### config.mk
export PLATFORM = sky130hd
export DESIGN_NAME = hilo_div_sequencer
export DESIGN_NICKNAME = d
export VERILOG_FILES = /design/src/rtl/hilo_div_sequencer.sv
export SDC_FILE = /design/constraint.sdc
export NUM_CORES = 1
export LEC_CHECK = 0
export BUFFER_PORTS_ARGS = -buffer_cell sky130_fd_sc_hd__buf_4
export CAP_MARGIN = 25
export CORE_UTILIZATION = 30
export DETAILED_ROUTE_END_ITERATION = 10
export RECOVER_POWER = 100
export SYNTH_ARGS = -nofsm -noshare
export SYNTH_HDL_FRONTEND = slang
export SYNTH_SLANG_ARGS = --single-unit
### constraint.sdc
create_clock -name clk_i -period 7.35 [get_ports clk_i]
set_clock_uncertainty 0.1 [all_clocks]
set_input_delay 1.8375 -clock clk_i [delete_from_list [all_inputs] [get_ports clk_i]]
set_output_delay 1.8375 -clock clk_i [all_outputs]
set_load 0.01 [all_outputs]
### src/rtl/hilo_div_sequencer.sv
// Iterative restoring divider that feeds the HI/LO registers and stalls the pipeline while iterating.
// Optional build macro HILO_DIV_EARLY_EXIT_EN: finish in one cycle when |divisor| > |dividend|.
module hilo_div_sequencer #(
  parameter int WIDTH = 32
) (
  input  logic             clk_i,
  input  logic             rst_i,
  input  logic             flush_i,
  input  logic             start_i,
  input  logic             is_signed_i,
  input  logic [WIDTH-1:0] dividend_i,
  input  logic [WIDTH-1:0] divisor_i,
  output logic             stall_req_o,
  output logic             busy_o,
  output logic             hilo_write_en_o,
  output logic [WIDTH-1:0] hi_o,
  output logic [WIDTH-1:0] lo_o
);

  localparam int CW = (WIDTH > 1) ? $clog2(WIDTH) : 1;

  typedef enum logic [1:0] {IDLE, BUSY, DONE} state_t;

  state_t           state_q, state_d;
  logic [CW-1:0]    count_q, count_d;
  logic [WIDTH-1:0] rem_q, rem_d;
  logic [WIDTH-1:0] quo_q, quo_d;
  logic [WIDTH-1:0] dvs_q, dvs_d;
  logic [WIDTH-1:0] hi_q, hi_d;
  logic [WIDTH-1:0] lo_q, lo_d;
  logic             quoNeg_q, quoNeg_d;
  logic             remNeg_q, remNeg_d;

  logic             dvdSign, dvsSign;
  logic [WIDTH-1:0] dvdAbs, dvsAbs;
  logic [WIDTH:0]   remShift, remDiff;
  logic             stepGe;
  logic [WIDTH-1:0] remStep, quoStep;

  assign dvdSign = is_signed_i & dividend_i[WIDTH-1];
  assign dvsSign = is_signed_i & divisor_i[WIDTH-1];
  assign dvdAbs  = dvdSign ? -dividend_i : dividend_i;
  assign dvsAbs  = dvsSign ? -divisor_i : divisor_i;

  // quo_q starts out holding the dividend magnitude; its MSB feeds the remainder on each shift.
  assign remShift = {rem_q, quo_q[WIDTH-1]};
  assign remDiff  = remShift - {1'b0, dvs_q};
  assign stepGe   = ~remDiff[WIDTH];
  assign remStep  = stepGe ? remDiff[WIDTH-1:0] : remShift[WIDTH-1:0];
  assign quoStep  = {quo_q[WIDTH-2:0], stepGe};

  assign busy_o = (state_q != IDLE);
  assign hi_o   = hi_q;
  assign lo_o   = lo_q;

  always_comb begin
    state_d         = state_q;
    count_d         = count_q;
    rem_d           = rem_q;
    quo_d           = quo_q;
    dvs_d           = dvs_q;
    hi_d            = hi_q;
    lo_d            = lo_q;
    quoNeg_d        = quoNeg_q;
    remNeg_d        = remNeg_q;
    stall_req_o     = 1'b0;
    hilo_write_en_o = 1'b0;

    if (flush_i) begin
      state_d = IDLE;
      count_d = '0;
    end else begin
      unique case (state_q)
        IDLE: begin
          if (start_i) begin
            stall_req_o = 1'b1;
            rem_d       = '0;
            quo_d       = dvdAbs;
            dvs_d       = dvsAbs;
            quoNeg_d    = dvdSign ^ dvsSign;
            remNeg_d    = dvdSign;
            count_d     = '0;
            // Shortcut results are loaded raw, bypassing sign correction.
            if (divisor_i == '0) begin
              state_d = DONE;
              lo_d    = '1;
              hi_d    = dividend_i;
            end
`ifdef HILO_DIV_EARLY_EXIT_EN
            else if (dvsAbs > dvdAbs) begin
              state_d = DONE;
              lo_d    = '0;
              hi_d    = dividend_i;
            end
`endif
            else begin
              state_d = BUSY;
            end
          end
        end
        BUSY: begin
          stall_req_o = 1'b1;
          rem_d       = remStep;
          quo_d       = quoStep;
          count_d     = count_q + CW'(1);
          if (count_q == CW'(WIDTH - 1)) begin
            state_d = DONE;
            count_d = '0;
            hi_d    = remNeg_q ? -remStep : remStep;
            lo_d    = quoNeg_q ? -quoStep : quoStep;
          end
        end
        DONE: begin
          hilo_write_en_o = 1'b1;
          state_d         = IDLE;
        end
        default: state_d = IDLE;
      endcase
    end
  end

  always_ff @(posedge clk_i) begin
    if (rst_i) begin
      state_q  <= IDLE;
      count_q  <= '0;
      rem_q    <= '0;
      quo_q    <= '0;
      dvs_q    <= '0;
      hi_q     <= '0;
      lo_q     <= '0;
      quoNeg_q <= 1'b0;
      remNeg_q <= 1'b0;
    end else begin
      state_q  <= state_d;
      count_q  <= count_d;
      rem_q    <= rem_d;
      quo_q    <= quo_d;
      dvs_q    <= dvs_d;
      hi_q     <= hi_d;
      lo_q     <= lo_d;
      quoNeg_q <= quoNeg_d;
      remNeg_q <= remNeg_d;
    end
  end

endmodule
## After elaboration in Yosys (flattened, before gate mapping)

Cells that the tools add are included.

- Add/sub/neg operators: 6
- Equal/unequal tests: 6
- Muxes and demuxes: 29
- Bitwise operators: 5
- Reductions and logical operators: 10

Operator list:

| cell | count |
|---|---|
| 2-to-1 mux 32 bit | 13 |
| one-hot mux 32 bit (2 select lines) | 4 |
| negator 32 bit | 4 |
| subtractor 33 x 32 -> 33 bit | 1 |
| logical NOT 32 bit | 1 |
| 2-to-1 mux 5 bit | 2 |
| one-hot mux 5 bit (2 select lines) | 1 |
| 2-to-1 mux 2 bit | 3 |
| != test 2 bit, second input constant | 3 |
| AND reduction 3 bit | 2 |
| adder 5 x 1 -> 5 bit, second input constant | 1 |
| equality test 5 bit, second input constant | 1 |
| AND reduction 5 bit | 1 |
| 2-to-1 mux 1 bit | 4 |
| one-hot mux 2 bit (2 select lines) | 1 |
| AND reduction 2 bit | 2 |
| nonzero test 2 bit | 2 |
| AND 1 bit | 2 |
| equality test 2 x 1 -> 1 bit, second input constant | 1 |
| equality test 2 bit, second input constant | 1 |
| logical NOT 2 bit | 1 |
| NOT 1 bit | 2 |
| one-hot mux 1 bit (2 select lines) | 1 |
| OR reduction 2 bit | 1 |
| bitwise XOR 1 bit | 1 |

- Register bits after elaboration: 169
- Bits of input ports: 69
- Output and inout port bits: 67
- Logic and storage cells: 65

## Depth between registers and ports, before layout

Gate-level depths: netlist of run 1.

- Word-level depth: 6
- Mapped depth: 26
- Mapped depth without buffers: 23

## Least setup slack after synthesis of run 1

Ideal clock, no wire load.

- Kind: register to register
- Start point: register quo_q[31]
- End point: register hi_q[28], in the netlist hi_o[28]
- Arrival: 5,109 ps
- Setup slack: 2,062 ps
- Cell stages (with the launch flop): 27
- Buffers on the path: 3
- Clock period less this slack: 5,288 ps
- Cells stage by stage: dfxtp_1 > inv_1 > ha_1 > inv_1 > fa_1 > a211oi_2 > nor3_1 > o211ai_4 > a21oi_4 > nor3_2 > nor2_1 > inv_2 > clkbuf_1 > clkbuf_1 > buf_1 > nor2_1 > a21oi_1 > ha_1 > inv_1 > nor2_1 > o2111ai_1 > or4_1 > a22oi_1 > nand4_1 > o31ai_1 > xnor2_1 > a211oi_2

- Cells in the longest elaborated chain, start to end: 6

RTL lines:

| element | RTL line | text |
|---|---|---|
| from (decl) | 27 | `logic [WIDTH-1:0] quo_q, quo_d;` |
| from (signal assigned) | 137 | `quo_q <= quo_d;` |
| subtractor 33 x 32 -> 33 bit | 47 | `assign remDiff = remShift - {1'b0, dvs_q};` |
| 2-to-1 mux 32 bit * | 49 | `assign remStep = stepGe ? remDiff[WIDTH-1:0] : remShift[WIDTH-1:0];` |
| negator 32 bit | 109 | `hi_d = remNeg_q ? -remStep : remStep;` |
| 2-to-1 mux 32 bit * | 109 |  |
| 2-to-1 mux 32 bit * | 106 | `if (count_q == CW'(WIDTH - 1)) begin` |
| one-hot mux 32 bit (2 select lines) * | 73 | `unique case (state_q)` |
| to (signal assigned) | 139 | `hi_q <= hi_d;` |
| to (decl) | 29 | `logic [WIDTH-1:0] hi_q, hi_d;` |

Mark *: on every way between the ends. The rest lies on a longest branch, timed or not. The select of a mux whose other input is x is not followed.
A chain may end at the register's enable or synchronous reset.

## Worst setup path in the final report of run 1

- Start point: register quo_q[31]
- End point: register hi_q[26], in the netlist hi_o[26]

The elaborated chain is that of the path after synthesis.

==> metrics, run 1 <==
hold bufs inserted after CTS 0; Yosys warning total 0; CP peak stage delay 0.61 ns; # diodes 0; number of library cell types mapped by synthesis 89; Area after DPL 13500 um2; Die Width 203 um; FF-to-FF End hi_o[26]; antenna violations before repair 0; final cell count without fillers 2227; CP arrival 6.35 ns; total number of vias 12393; worst skew pair latency 0.45 ns; synthesis-stage register bit count 169; vias per inst 5.56; # DRC 0; area of the multi-input gates 8120 um2; ys flop type dfxtp_1; Syn Nets 1739; Crit-path slowest cell clkbuf_2; CTS Buf Count 17; Core Util, Final 34.7%; status finished, violations left; Pleak 5.01 nW; first-pass GRT wire length 63500 um; Peak VDD IR 132 uV; die footprint 41200 um2; Clock Tree Buf Depth 2; H-tree levels 4; Syn Inst Count 1631; worst r2r src quo_q[31]; setup TNS 0 ns; Non-Filler Cell Area, Final 13800 um2; Routed Wire Length 40700 um; DR iter-0 viols 1226; FP Rows 73; layout cell share with drive strength beyond 1 9.22%; final worst path period need 6.21 ns; final hold violations 0; Mapped Area 12100 um2; Antenna Nets Post-Route 0; CP dominant cell by count inv_1; flop-to-flop setup slack 1.14 ns; CP Class flop to flop; Hold Crit Class flop to flop; failing checks max-capacitance violations, max-slew violations; Total GRT Usage 19.6%; pwr dens 180 nW/um2; CP startpoint kind flop; worst-margin pin slew 3.24 ns; Post-DP HPWL 30900 um; Post-CTS Setup Bufs 0; ys async rst share 0%; RePlAce Congestion 0.882; RSZ-0062 raised after global routing false; CTS tree built; CP Cell Sequence inv_1 -> ha_1 -> inv_1 -> fa_1 -> a211oi_2 -> nor3_1 -> o211ai_4 -> a21oi_4 -> o21a_1 -> buf_4 -> nor2_2 -> clkbuf_2 -> mux2i_1 -> ha_1 -> inv_1 -> nor2_1 -> nand3_1 -> or3_1 -> a22oi_1 -> nor4b_1 -> nor3b_1 -> mux2i_1 -> a211oi_1; Mean Syn Cell Area 7.43 um2; Max-cap violations 3; Hold Startpoint dvs_q[31]; Initial Util 30.5%; Inst Count DP 2195; crit path capture hi_o[26]; routed len/inst 18.3 um; Final setup viols 0; Seq/Total Area, Yosys 27.9%; Root Driver clkbuf_16; Final Max Tran Viols 199; chip height 203 um; core area 39700 um2; FMAX 161 MHz; Worst setup startpoint quo_q[31]; storage element area 3380 um2; CTS resizes 0; gr ovfl total 0; IO Count 136; Setup crit end kind flop; crit-path max FO 28; worst reg-to-reg path cell count 23; pre-CTS setup slack 1.56 ns; Fillers 4287; Port Buffers 135; final worst slack 1.14 ns; Tcrit/Tclk final 84.4%; Area Growth Syn to Fin 13.8%; slew margin rel. -116%; number of flops mapped to enable cells by yosys 0; Clock transition at path regs 0.08 ns; vias in the first global route 11346; final net count 1797; first-pass iteration count of the detailed router 6; total clock sinks 169; Worst Path Required 7.50 ns; largest net degree at the start of global routing 96
## worst max-delay path: cells and delay by family, from the launching register on
kind | cells | cell delay, ns
flops | 1 | 0.37
buf+inv | 5 | 1.03
fa+ha+maj | 3 | 0.85
compound gates | 6 | 1.13
mux | 2 | 0.64
simple gates | 7 | 1.82
## cells by family (layout without fill, tap and decap cells)
group                      count (synthesis)  in the layout  share of synthesized area, %
muxes                                     29             29                          2.48
xor gates and xnor gates                 120            120                          8.68
buffers and inverters                    162            233                          5.22
and+or+nand+nor                          612            612                          23.3
AOI/OAI and AO/OA                        500            500                          28.3
adders and majority gates                 39             39                          4.09
DFF                                      169            169                          27.9
## state kept, by name, summed over array words and instances, names as in the netlist
signal and flops:
rem_q 32, state_q 2, dvs_q 32, quoNeg_q 1
remNeg_q 1, quo_q 32, count_q 5, hi_o 32
lo_o 32
## metal layers
metal / global-route usage, % / routed length, um
met3: 3.47 / 3170
met4: 7.12 / 1080
met5: 0 / 0
met1: 27.9 / 19400
met2: 29.4 / 17100
## cells in the final DEF (no fill, tap or decap), types with 9 or more instances in the layout
cell type	n
a21o_1	16
xnor2_1	48
a31oi_1	9
inv_1	50
nor4_1	15
nand3_1	25
mux2i_1	21
and2_1	11
a311oi_1	32
o31ai_1	26
nor3_1	53
nor2_1	261
o41ai_1	13
clkbuf_1	71
and3_1	11
a22oi_1	22
nand2_1	145
a211oi_1	81
buf_4	75
ha_1	38
a21oi_1	131
o21ai_0	77
or3_1	18
or4_1	15
clkbuf_16	17
dfxtp_1	169
xor2_1	72
## synth_stat cells, drive strengths merged (5+ instances only)
cell / n / area share (%)
ha: 38 / 3.9
and3: 11 / 0.57
nand4: 9 / 0.52
o21ai: 82 / 3.4
nor3b: 7 / 0.48
o31a: 5 / 0.36
a211oi: 83 / 5.2
dfxtp: 169 / 28
nor2: 263 / 8.2
o22ai: 6 / 0.31
nor3: 54 / 2.3
buf: 23 / 0.91
nand2: 145 / 4.5
and2: 11 / 0.57
inv: 51 / 1.6
xor2: 72 / 5.2
or4: 16 / 1.0
mux2i: 21 / 1.7
nand3b: 7 / 0.43
nand3: 25 / 1.0
a311oi: 32 / 2.3
a22oi: 23 / 1.5
mux2: 8 / 0.74
a2111oi: 7 / 0.67
or2: 7 / 0.36
nor4: 17 / 0.98
clkbuf: 88 / 2.7
o31ai: 26 / 1.6
a221oi: 8 / 0.63
a31oi: 9 / 0.46
xnor2: 48 / 3.5
a21oi: 133 / 5.6
o211ai: 6 / 0.49
nand2b: 8 / 0.41
o41ai: 14 / 1.1
or3: 19 / 1.0
o21a: 8 / 0.50
a21o: 16 / 0.99
## cell type report
type	instances	area share [%]
Tap cell	525	4.76
Sequential cell	169	24.5
Timing Repair Buffer	150	6.33
Clock buffer	18	3.19
Inverter	51	1.39
Clock inverter	14	0.935
Multi-Input combinational cell	1300	58.9
## per-stage QoR
| step | total power [mW] | hold slack, ns |
|---|---|---|
| CTS | 2.51 | 0.363 |
| global route | 2.60 | 0.393 |
| finish | 2.48 | 0.363 |
| global placement | 1.61 | 0.344 |
| detailed placement | 1.61 | 0.355 |
| floorplan | 1.42 | 0.332 |
## worst min path at each step
stage	end	cells past startpoint	slack, ns
finish	dvs_q[31]	2	0.36
global route	dvs_q[0]	2	0.39
floorplan	dvs_q[31]	2	0.33
CTS	dvs_q[31]	2	0.36
global placement	dvs_q[31]	2	0.34
detailed placement	dvs_q[0]	2	0.36
## report_power, final
| part | leakage, nW | switching [mW] | internal (mW) |
|---|---|---|---|
| Clock | 0.277 | 0.433 | 0.457 |
| Combinational | 3.36 | 0.387 | 0.219 |
| Sequential | 1.37 | 0.0342 | 0.951 |
| Total | 5.01 | 0.854 | 1.63 |
Note: power is estimated with default switching activity, not from simulation.
==> run 2, diff against run 1 <==
- clock period: 7.35 -> 5.3 ns (I/O delays scaled with it)
==> run 2 against run 1 <==
Effect of this change:
- the run still ends with max-capacitance violations, max-slew violations left
- sequential share of layout area shrank 0.34 points
- sequential cell count is the same
- count of clock-buffer cells in the layout is the same
- maximum frequency grew 25%
- register-to-register slack lost 0.80 ns
==> metrics, run 2 (synthesized netlist as in run 1, its figures left out) <==
RSZ-0062 raised after global routing false; commonest cells after routing, fill and taps aside 260 x nor2_1, 169 x dfxtp_1, 145 x nand2_1; Routed Wire Length 41200 um; FP Rows 73; Area Growth Syn to Fin 15.5%; Setup crit end kind flop; vias in the first global route 11355; layout cell share with drive strength beyond 1 10.1%; Tcrit/Tclk final 93.5%; Peak VDD IR 191 uV; Antenna Nets Post-Route 0; IO Count 136; CP arrival 5.20 ns; Post-DP HPWL 31600 um; CP Class flop to flop; status finished, violations left; final net count 1809; pwr dens 260 nW/um2; Pleak 5.10 nW; largest net degree at the start of global routing 96; core area 39700 um2; die footprint 41200 um2; antenna violations before repair 1; FMAX 202 MHz; gr ovfl total 0; Clock Tree Buf Depth 2; Clock transition at path regs 0.07 ns; most common cell after layout, fill and taps aside nor2_1; total number of vias 12267; failing checks max-capacitance violations, max-slew violations; DR iter-0 viols 1023; # diodes 0; Root Driver clkbuf_16; first-pass GRT wire length 63800 um; Non-Filler Cell Area, Final 14000 um2; final hold violations 0; CTS Buf Count 17; Post-CTS Setup Bufs 0; Final setup viols 0; RePlAce Congestion 0.917; CP startpoint kind flop; crit-path max FO 4; vias per inst 5.48; chip height 203 um; Power, Total 3.63 mW; Port Buffers 135; routed len/inst 18.4 um; Hold Startpoint quoNeg_q; CP dominant cell by count inv_1; Crit-path slowest cell fa_1; CP Cell Sequence inv_1 -> ha_1 -> inv_1 -> fa_1 -> a211oi_4 -> nor3_1 -> o211ai_4 -> a21oi_4 -> o21a_1 -> nor2_4 -> mux2i_2 -> ha_1 -> inv_1 -> nor2_1 -> nand3_1 -> or3_1 -> a22oi_1 -> nor4b_1 -> nor3b_2 -> mux2i_1 -> a211oi_1; CP peak stage delay 0.44 ns; Worst setup startpoint quo_q[31]; # DRC 0; Final Max Tran Viols 201; worst skew pair latency 0.47 ns; Total GRT Usage 19.8%; setup TNS 0 ns; CTS tree built; first-pass iteration count of the detailed router 5; Worst Path Required 5.54 ns; H-tree levels 4; Die Width 203 um; Area after DPL 13600 um2; total clock sinks 169; Max-cap violations 3; slew margin rel. -142%; worst-margin pin slew 3.64 ns; Initial Util 30.5%; final worst path period need 4.96 ns; worst r2r src quo_q[31]; Hold Crit Class flop to flop
==> run 2: power by group <==
part           switching, mW  internal [mW]  total [mW]
combinational          0.551          0.315       0.866
sequential            0.0449           1.32        1.36
clock                  0.597          0.802        1.40
total                   1.19           2.44        3.63
==> run 2: path summary, 6_finish.rpt <==
check / endpoint / slack (ns) / cells after the start
worst max-delay path: hi_o[26] / 0.34 / 21
worst min-delay path: quoNeg_q / 0.36 / 2
worst max register to register: hi_o[26] / 0.34 / 21
worst min register to register: quoNeg_q / 0.36 / 2
==> run 2: layout make-up <==
type / instances / area, um2
clock buffer: 18 / 429
clock inverter: 14 / 209
fill: 4318 / 25700
inverter: 51 / 191
multi-input combinational: 1300 / 8140
sequential: 169 / 3380
tap: 525 / 657
timing repair buffer: 162 / 968
==> run 2: critical path, delay by kind of cell (launching register included) <==
family	cells	cell delay [ns]
AND/OR/NAND/NOR	7	1.69
AO/OA/AOI/OAI	6	1.15
adder cells (fa/ha/maj)	3	0.85
multiplexers	2	0.52
flip-flops	1	0.31
buffers and inverters	3	0.20
==> run 2: metal layers <==
metal	up-vias	wire length [um]	track usage, %
li1	6091	-	-
met5	-	0	0
met3	57	2460	3.21
met4	0	1160	6.95
met1	5727	20400	28.3
met2	392	17200	29.7
==> run 2: what timing repair did <==
item,4_1_cts,5_1_grt
endpoints found under the setup margin,0,6
resized for setup,0,4
hold buffers,0,0
==> run 2: stage by stage <==
stage	util, %	hold WS [ns]	worst slack (ns)	std cells
floorplan	-	0.332	0.0121	1631
global placement	34.3	0.342	0.331	2206
detailed placement	34.3	0.349	0.196	2206
CTS	35.9	0.357	0.162	2238
global route	35.2	0.387	0.00226	2239
finish	35.2	0.358	0.343	2239
